==> config.mk <==
export PLATFORM = sky130hd
export DESIGN_NAME = sc_io_bank_flat
export DESIGN_NICKNAME = d
export VERILOG_FILES = /design/src/rtl/sc_io_bank_pkg.sv /design/src/rtl/sc_io_bank_if.sv /design/src/rtl/sc_io_bank_sync_edge.sv /design/src/rtl/sc_io_bank.sv /design/src/flat_wrapper.sv
export SDC_FILE = /design/constraint.sdc
export NUM_CORES = 1
export LEC_CHECK = 0
export ABC_AREA = 1
export BUFFER_PORTS_ARGS = -buffer_cell sky130_fd_sc_hd__buf_4
export CORE_MARGIN = 8
export CORE_UTILIZATION = 50
export CTS_CLUSTER_DIAMETER = 120
export DETAILED_ROUTE_END_ITERATION = 12
export PLACE_DENSITY = 0.82
export SYNTH_ARGS = -nofsm -noshare
export SYNTH_HDL_FRONTEND = slang
export SYNTH_SLANG_ARGS = --single-unit
export TNS_END_PERCENT = 1
==> constraint.sdc <==
create_clock -name clock -period 2.92 [get_ports clock]
set_input_delay 0.584 -clock clock [delete_from_list [all_inputs] [get_ports clock]]
set_output_delay 0.584 -clock clock [all_outputs]
set_load 0.05 [all_outputs]
==> src/rtl/sc_io_bank_pkg.sv <==
// Shared constants, register-decode enum and slice helper for the memory-mapped I/O bank.
package sc_io_pkg;

    localparam int unsigned IN_BASE         = 0;
    localparam int unsigned OUT_BASE        = 8;
    localparam int unsigned CHG_IDX         = 16;
    localparam int unsigned MASK_IDX        = 17;
    localparam int unsigned IO_WINDOW_BYTES = 128;
    localparam int unsigned MAX_CH          = 8;

    typedef enum logic [2:0] {
        REG_NONE,
        REG_IN,
        REG_OUT,
        REG_CHG,
        REG_MASK
    } reg_kind_t;

    // Pulls channel idx out of a packed bus of width-bit channels, zero-extended to 32 bits.
    function automatic logic [31:0] chan_slice(input logic [MAX_CH*32-1:0] vec,
                                               input int unsigned idx,
                                               input int unsigned width);
        logic [31:0] keep;
        keep = (width >= 32) ? 32'hFFFF_FFFF : ((32'd1 << width) - 32'd1);
        return 32'(vec >> (idx * width)) & keep;
    endfunction

endpackage

==> src/rtl/sc_io_bank_if.sv <==
// CPU load/store bus as seen by the I/O bank.
interface sc_io_bank_if;

    logic [31:0] addr;
    logic [31:0] wdata;
    logic        we;
    logic [31:0] rdata;
    logic        io_sel;

    modport master (output addr, output wdata, output we, input rdata, input io_sel);
    modport slave  (input addr, input wdata, input we, output rdata, output io_sel);

endinterface

==> src/rtl/sc_io_bank_sync_edge.sv <==
// Two-flop synchroniser plus history register for one input channel; flags any change.
module sc_io_sync_edge #(
    parameter int WIDTH = 32
) (
    input  logic             clock,
    input  logic             resetn,
    input  logic [WIDTH-1:0] pin,
    output logic [WIDTH-1:0] synced,
    output logic             change
);

    logic [WIDTH-1:0] stage1;
    logic [WIDTH-1:0] stage2;
    logic [WIDTH-1:0] history;

    always_ff @(posedge clock) begin
        if (!resetn) begin
            stage1  <= '0;
            stage2  <= '0;
            history <= '0;
        end else begin
            stage1  <= pin;
            stage2  <= stage1;
            history <= stage2;
        end
    end

    assign synced = stage2;
    assign change = (stage2 != history);

endmodule

==> src/rtl/sc_io_bank.sv <==
// Parametrised memory-mapped I/O bank: synchronised inputs, registered outputs,
// sticky change flags with write-1-to-clear, interrupt mask and irq.
module sc_io_bank
    import sc_io_pkg::*;
#(
    parameter int          N_IN      = 2,
    parameter int          N_OUT     = 2,
    parameter int          WIDTH     = 32,
    parameter logic [31:0] IO_BASE   = 32'h0000_0080,
    parameter logic [WIDTH-1:0] OUT_RESET = '0
) (
    input  logic                   clock,
    input  logic                   resetn,
    sc_io_bank_if.slave            bus,
    input  logic [N_IN*WIDTH-1:0]  in_ports,
    output logic [N_OUT*WIDTH-1:0] out_ports,
    output logic                   irq
);

    logic [N_IN*WIDTH-1:0]  sync_bus;
    logic [N_IN-1:0]        pulse;
    logic [N_OUT*WIDTH-1:0] out_reg;
    logic [N_IN-1:0]        chg;
    logic [N_IN-1:0]        mask;
    logic [N_IN-1:0]        chg_next;
    logic [N_IN-1:0]        mask_next;
    logic [N_IN-1:0]        clr;
    logic [N_IN-1:0]        set;
    logic [1:0]             settle;
    logic [31:0]            widx;
    logic [31:0]            in_ch;
    logic [31:0]            out_ch;
    logic [31:0]            rd;
    logic [MAX_CH*32-1:0]   sync_ext;
    logic [MAX_CH*32-1:0]   out_ext;
    reg_kind_t              kind;
    logic                   unused_bits;

    for (genvar k = 0; k < N_IN; k++) begin : g_in
        sc_io_sync_edge #(.WIDTH(WIDTH)) u_sync (
            .clock  (clock),
            .resetn (resetn),
            .pin    (in_ports[k*WIDTH +: WIDTH]),
            .synced (sync_bus[k*WIDTH +: WIDTH]),
            .change (pulse[k])
        );
    end

    assign unused_bits = ^{bus.addr[1:0], bus.wdata};

    // Addresses below the base wrap to large offsets and fall outside the window.
    assign bus.io_sel = ((bus.addr - IO_BASE) < IO_WINDOW_BYTES);
    assign widx       = {27'd0, bus.addr[6:2]};
    assign in_ch      = widx - IN_BASE;
    assign out_ch     = widx - OUT_BASE;

    always_comb begin
        kind = REG_NONE;
        if (bus.io_sel) begin
            if (widx < OUT_BASE) begin
                if (in_ch < N_IN) kind = REG_IN;
            end else if (widx < OUT_BASE + MAX_CH) begin
                if (out_ch < N_OUT) kind = REG_OUT;
            end else if (widx == CHG_IDX) begin
                kind = REG_CHG;
            end else if (widx == MASK_IDX) begin
                kind = REG_MASK;
            end
        end
    end

    always_comb begin
        sync_ext = '0;
        out_ext  = '0;
        sync_ext[N_IN*WIDTH-1:0]  = sync_bus;
        out_ext[N_OUT*WIDTH-1:0]  = out_reg;
        rd = '0;
        unique case (kind)
            REG_IN:   rd = chan_slice(sync_ext, in_ch, WIDTH);
            REG_OUT:  rd = chan_slice(out_ext, out_ch, WIDTH);
            REG_CHG:  rd[N_IN-1:0] = chg;
            REG_MASK: rd[N_IN-1:0] = mask;
            default:  rd = '0;
        endcase
        bus.rdata = resetn ? rd : 32'd0;
    end

    // A fresh change beats a simultaneous software clear; changes are ignored until the settle counter saturates.
    always_comb begin
        clr       = (bus.we && kind == REG_CHG) ? bus.wdata[N_IN-1:0] : '0;
        set       = (settle == 2'd3) ? pulse : '0;
        chg_next  = (chg & ~clr) | set;
        mask_next = (bus.we && kind == REG_MASK) ? bus.wdata[N_IN-1:0] : mask;
    end

    always_ff @(posedge clock) begin
        if (!resetn) begin
            settle  <= 2'd0;
            chg     <= '0;
            mask    <= '0;
            irq     <= 1'b0;
            out_reg <= {N_OUT{OUT_RESET}};
        end else begin
            if (settle != 2'd3) settle <= settle + 2'd1;
            chg  <= chg_next;
            mask <= mask_next;
            irq  <= |(chg_next & mask_next);
            for (int k = 0; k < N_OUT; k++) begin
                if (bus.we && kind == REG_OUT && out_ch == k)
                    out_reg[k*WIDTH +: WIDTH] <= bus.wdata[WIDTH-1:0];
            end
        end
    end

    assign out_ports = out_reg;

endmodule

==> src/flat_wrapper.sv <==
// flat-port wrapper written by rule: the top's interface ports become plain ports
module sc_io_bank_flat import sc_io_pkg::*;
#(
    parameter int          N_IN      = 2,
    parameter int          N_OUT     = 2,
    parameter int          WIDTH     = 32,
    parameter logic [31:0] IO_BASE   = 32'h0000_0080,
    parameter logic [WIDTH-1:0] OUT_RESET = '0
)
  (clock, resetn, in_ports, out_ports, irq, bus_addr, bus_wdata, bus_we, bus_rdata, bus_io_sel);
  sc_io_bank_if bus_i ();
  input  logic clock;
  input  logic resetn;
  input  logic [N_IN*WIDTH-1:0] in_ports;
  output logic [N_OUT*WIDTH-1:0] out_ports;
  output logic irq;
  input wire logic [$bits(bus_i.addr)-1:0] bus_addr;
  input wire logic [$bits(bus_i.wdata)-1:0] bus_wdata;
  input wire logic [$bits(bus_i.we)-1:0] bus_we;
  output wire logic [$bits(bus_i.rdata)-1:0] bus_rdata;
  output wire logic [$bits(bus_i.io_sel)-1:0] bus_io_sel;
  assign bus_i.addr = bus_addr;
  assign bus_i.wdata = bus_wdata;
  assign bus_i.we = bus_we;
  assign bus_rdata = bus_i.rdata;
  assign bus_io_sel = bus_i.io_sel;
  sc_io_bank #(.N_IN(N_IN), .N_OUT(N_OUT), .WIDTH(WIDTH), .IO_BASE(IO_BASE), .OUT_RESET(OUT_RESET)) u_core (.clock(clock), .resetn(resetn), .bus(bus_i), .in_ports(in_ports), .out_ports(out_ports), .irq(irq));
endmodule
==> metrics.md <==
| Metric | Value |
|---|---|
| Share of cells above drive strength 1 | `23.80%` |
| Worst-path cell with the longest stage delay | `nor2_4` |
| CP endpoint kind | `output pin` |
| R2r startpoint | `u_core.g_in[1].u_sync.synced[4]` |
| Final Skew | `around 0.0065 ns` |
| Max Freq | `0.2974 GHz` |
| Yosys reg bits | `263` |
| Crit. Startpoint | `bus_addr[8]` |
| Total Power | `0.007961 W` |
| Worst skew pair latency | `0.54 ns` |
| Outcome | `finished, violations left` |
| Port-buffer cells | `226` |
| CP peak stage delay | `0.22 ns` |
| Met3 Use GR | `about 5%` |
| Setup Crit Path Kind | `in -> out` |
| Layout net count | `between 2000 and 2500` |
| Worst slew pin tran | `0.8870 ns` |
| Tmin final | `3.363 ns` |
| Ys flop type | `dfxtp_1` |
| Launching element type of the critical path | `input pin` |
| Initial antenna violation count | `0` |
| Met2 Resource Use GR | `about two fifths` |
| Final WS setup | `-0.4425 ns` |
| Total Die Area | `27610 um^2` |
| Data arrival, critical path | `2.78 ns` |
| Clock power frac | `44.6%` |
| Failing checks | `setup timing` |
| Crit path required time | `roughly 2.3 ns` |
| Met1 Use GR | `29.46%` |
| Clock Root Buffer | `clkbuf_16` |
| First-pass GRT wire length | `between 50 and 60 mm` |
| Clk slew on worst S/H paths | `around 0.060 ns` |
| Routability-driven placement congestion ratio | `0.9161` |
| Combinational cell fraction of total power | `8.0%` |
| Htree depth | `1` |
| DRC viols | `0` |
| Layout Cells excl Fill | `2176` |
| Core Region | `22370 um^2` |
| Commonest non-fill, non-tap cell in the layout | `nand2_1` |
| RSZ-0062 raised after global routing | `true` |
| FFs w/ async S/R, synth | `0%` |
| Pre-antenna DRT Iters | `5` |
| CTS tree | `built` |
| Vias in the first global route | `10440` |
| Number of DRC markers in iteration 0 | `1045` |
| Endpoints failing hold | `0` |
| Initial Utilization | `about half` |
| Post-Syn Area | `around 11000 um^2` |
| Area added between synthesis and finish | `35.70%` |
| Post-Route WL | `roughly 33 mm` |
| Yosys cell types | `34` |
| Mapped Avg Cell Area | `6.967 um^2` |
| Period utilization | `115.2%` |
| Final HPWL DP | `24.26 mm` |
| Most frequent cells in the layout | `462 x nand2_1, 316 x inv_1, 263 x dfxtp_1, 250 x buf_4, 170 x nor2_1` |
| Crit Reg-Reg Endpoint | `u_core.irq` |
| Final antenna-violating net count | `0` |
| Gr busiest metal | `met2` |
| Worst-path cell chain | `buf_4 > inv_1 > ha_4 > nand3_4 > nor2_4 > nand3_1 > nand2_1 > inv_1 > nor2_1 > nand2_1 > nor2_2 > nand3_2 > nor2_4 > nand2_4 > clkinv_8 > buf_16 > nand2_2 > a21oi_4 > buf_6` |
| Endpoints failing setup | `33` |
| R2r setup slk | `between 1 and 1.5 ns` |
| Peak VDD IR | `399.0 uV` |
| Gr ovfl total | `0` |
| Sink Count | `263` |
| Register area share after synthesis | `46.70%` |
| Total GRT Usage | `23.48%` |
| Post-synth EDFFs | `0` |
| Register share of total power | `47.4%` |
| Via Count | `10820` |
| Slew margin rel. | `40.87%` |
| Via/cell ratio | `4.973` |
| Routed WL per cell | `15.38 um` |
| Mapped Cells | `1618` |
| Net Sw Power | `0.001827 W` |
| Die X | `166.2 um` |
| Final Max Slew Viols | `0` |
| Sw frac | `22.94%` |
| HP Class | `in -> reg` |
| IO Pins | `between 200 and 250` |
| Leak Pwr | `8.082 nW` |
| Core Rows | `55` |
| CTS max path bufs | `3` |
| Inst Count DP | `2120` |
| Pin count of the biggest net entering global routing | `200` |
| Worst setup endpoint | `bus_rdata[14]` |
| ANT cells | `0` |
| Num CTS Buffers | `27` |
| Worst-case reg-to-reg path depth | `9` |
| Syn Nets | `between 1500 and 2000` |
| Cell-internal power | `roughly 0.0061 W` |
| Max-cap violations | `0` |
| PwrDens | `520.4 nW/um^2` |
| DIE HEIGHT | `166.2 um` |
| Synth warnings | `0` |
| Crit path max fanout | `9` |
what timing repair did:
item,CTS,global route
gates resized for setup,50,25
buffers inserted,4,2
endpoints found under the setup margin,33,34
hold buffers,0,0
pin swaps,11,21
gates cloned,2,1
cell type report:
class / instances / area (um^2)
timing repair buffer: 296 / 2542
clock buffer: 37 / 783.3
multi-input combinational: 964 / 4984
inverter: 321 / 1221
clock inverter: 10 / 146.4
fill: 1782 / 7067
sequential: 263 / 5265
tap: 285 / 356.6
worst max-delay path, delay by kind of cell:
kind,cells,cell delay [ns]
compound gates,1,0.17
fa+ha+maj,1,0.17
buf+inv,6,0.64
simple gates,11,1.20
how the worst min path moves through the flow:
stage                                          start                                to  slack [ns]  depth (start not counted)
finish                                  in_ports[42]  u_core.g_in[1].u_sync.stage1[10]        0.22                          3
global route                            in_ports[42]  u_core.g_in[1].u_sync.stage1[10]        0.22                          3
CTS                                     in_ports[28]  u_core.g_in[0].u_sync.stage1[28]        0.21                          3
detailed placement  u_core.g_in[0].u_sync.stage1[23]  u_core.g_in[0].u_sync.synced[23]        0.40                          2
global placement     u_core.g_in[1].u_sync.stage1[5]   u_core.g_in[1].u_sync.synced[5]        0.40                          2
floorplan            u_core.g_in[0].u_sync.stage1[0]   u_core.g_in[0].u_sync.synced[0]        0.39                          2
flip-flops by register name, summed over array words and instances (netlist names):
signal and flops:
u_core.irq 1, u_core.out_ports 64, u_core.mask 2, u_core.g_in.u_sync.history 64, u_core.g_in.u_sync.synced 64, u_core.chg 2, u_core.settle 2, u_core.g_in.u_sync.stage1 64
cells by family (layout without fill, tap and decap cells):
logic type                 Yosys count  after routing  synth area share (%)
and+or+nand+nor                    793            794                 28.98
buffers and inverters              392            664                 13.68
DFF                                263            263                 46.70
AOI/OAI and AO/OA                  118            118                 6.493
xor gates and xnor gates            49             49                 3.807
adders and majority gates            3              3                0.3330
metal layers:
metal	part of all wire [%]	routed length [um]	vias to the layer above
met3	9.0	3003	78
met2	47	15580	487
met5	0	0	-
met4	3.3	1111	0
met1	41	13770	4905
li1	-	-	5351
power groups by stage:
stage               registers (W)  clock network [W]  logic, W
floorplan                 0.00383                  0  0.000330
global placement          0.00385                  0  0.000601
detailed placement        0.00385                  0  0.000611
CTS                       0.00378            0.00359  0.000621
global route              0.00379            0.00375  0.000698
finish                    0.00378            0.00355  0.000634
synthesized netlist by cell type (4+ instances only):
master     instances  area share (%)
nand2_1          492              16
inv_1            319              11
dfxtp_1          263              47
nor2_1           180             6.0
a21oi_1           53             2.4
clkbuf_1          49             1.6
xnor2_1           46             3.6
nand3_1           42             1.9
nand4_1           38             2.1
o32ai_1           30             2.3
o21ai_0           26             1.2
or2_2             13            0.72
nor3_1            11            0.49
buf_2              9            0.40
buf_6              6            0.60
buf_4              4            0.27
nor2_2             4            0.22
o2111ai_1          4            0.31
per-stage QoR:
step	TNS, ns	cell area [um^2]	hold slack (ns)	utilization (%)	setup slack, ns
2_1_floorplan	-6.985	11740	0.3905	-	-0.2215
3_3_place_gp	-24.03	14010	0.3992	62.64	-0.5091
3_5_place_dp	-26.33	14010	0.4006	62.64	-0.5239
4_1_cts	-12.87	15170	0.2070	67.83	-0.4301
5_1_grt	-19.93	15300	0.2153	68.40	-0.6448
6_report	-13.40	15300	0.2232	68.40	-0.4425
Note: power is estimated with default switching activity, not from simulation.
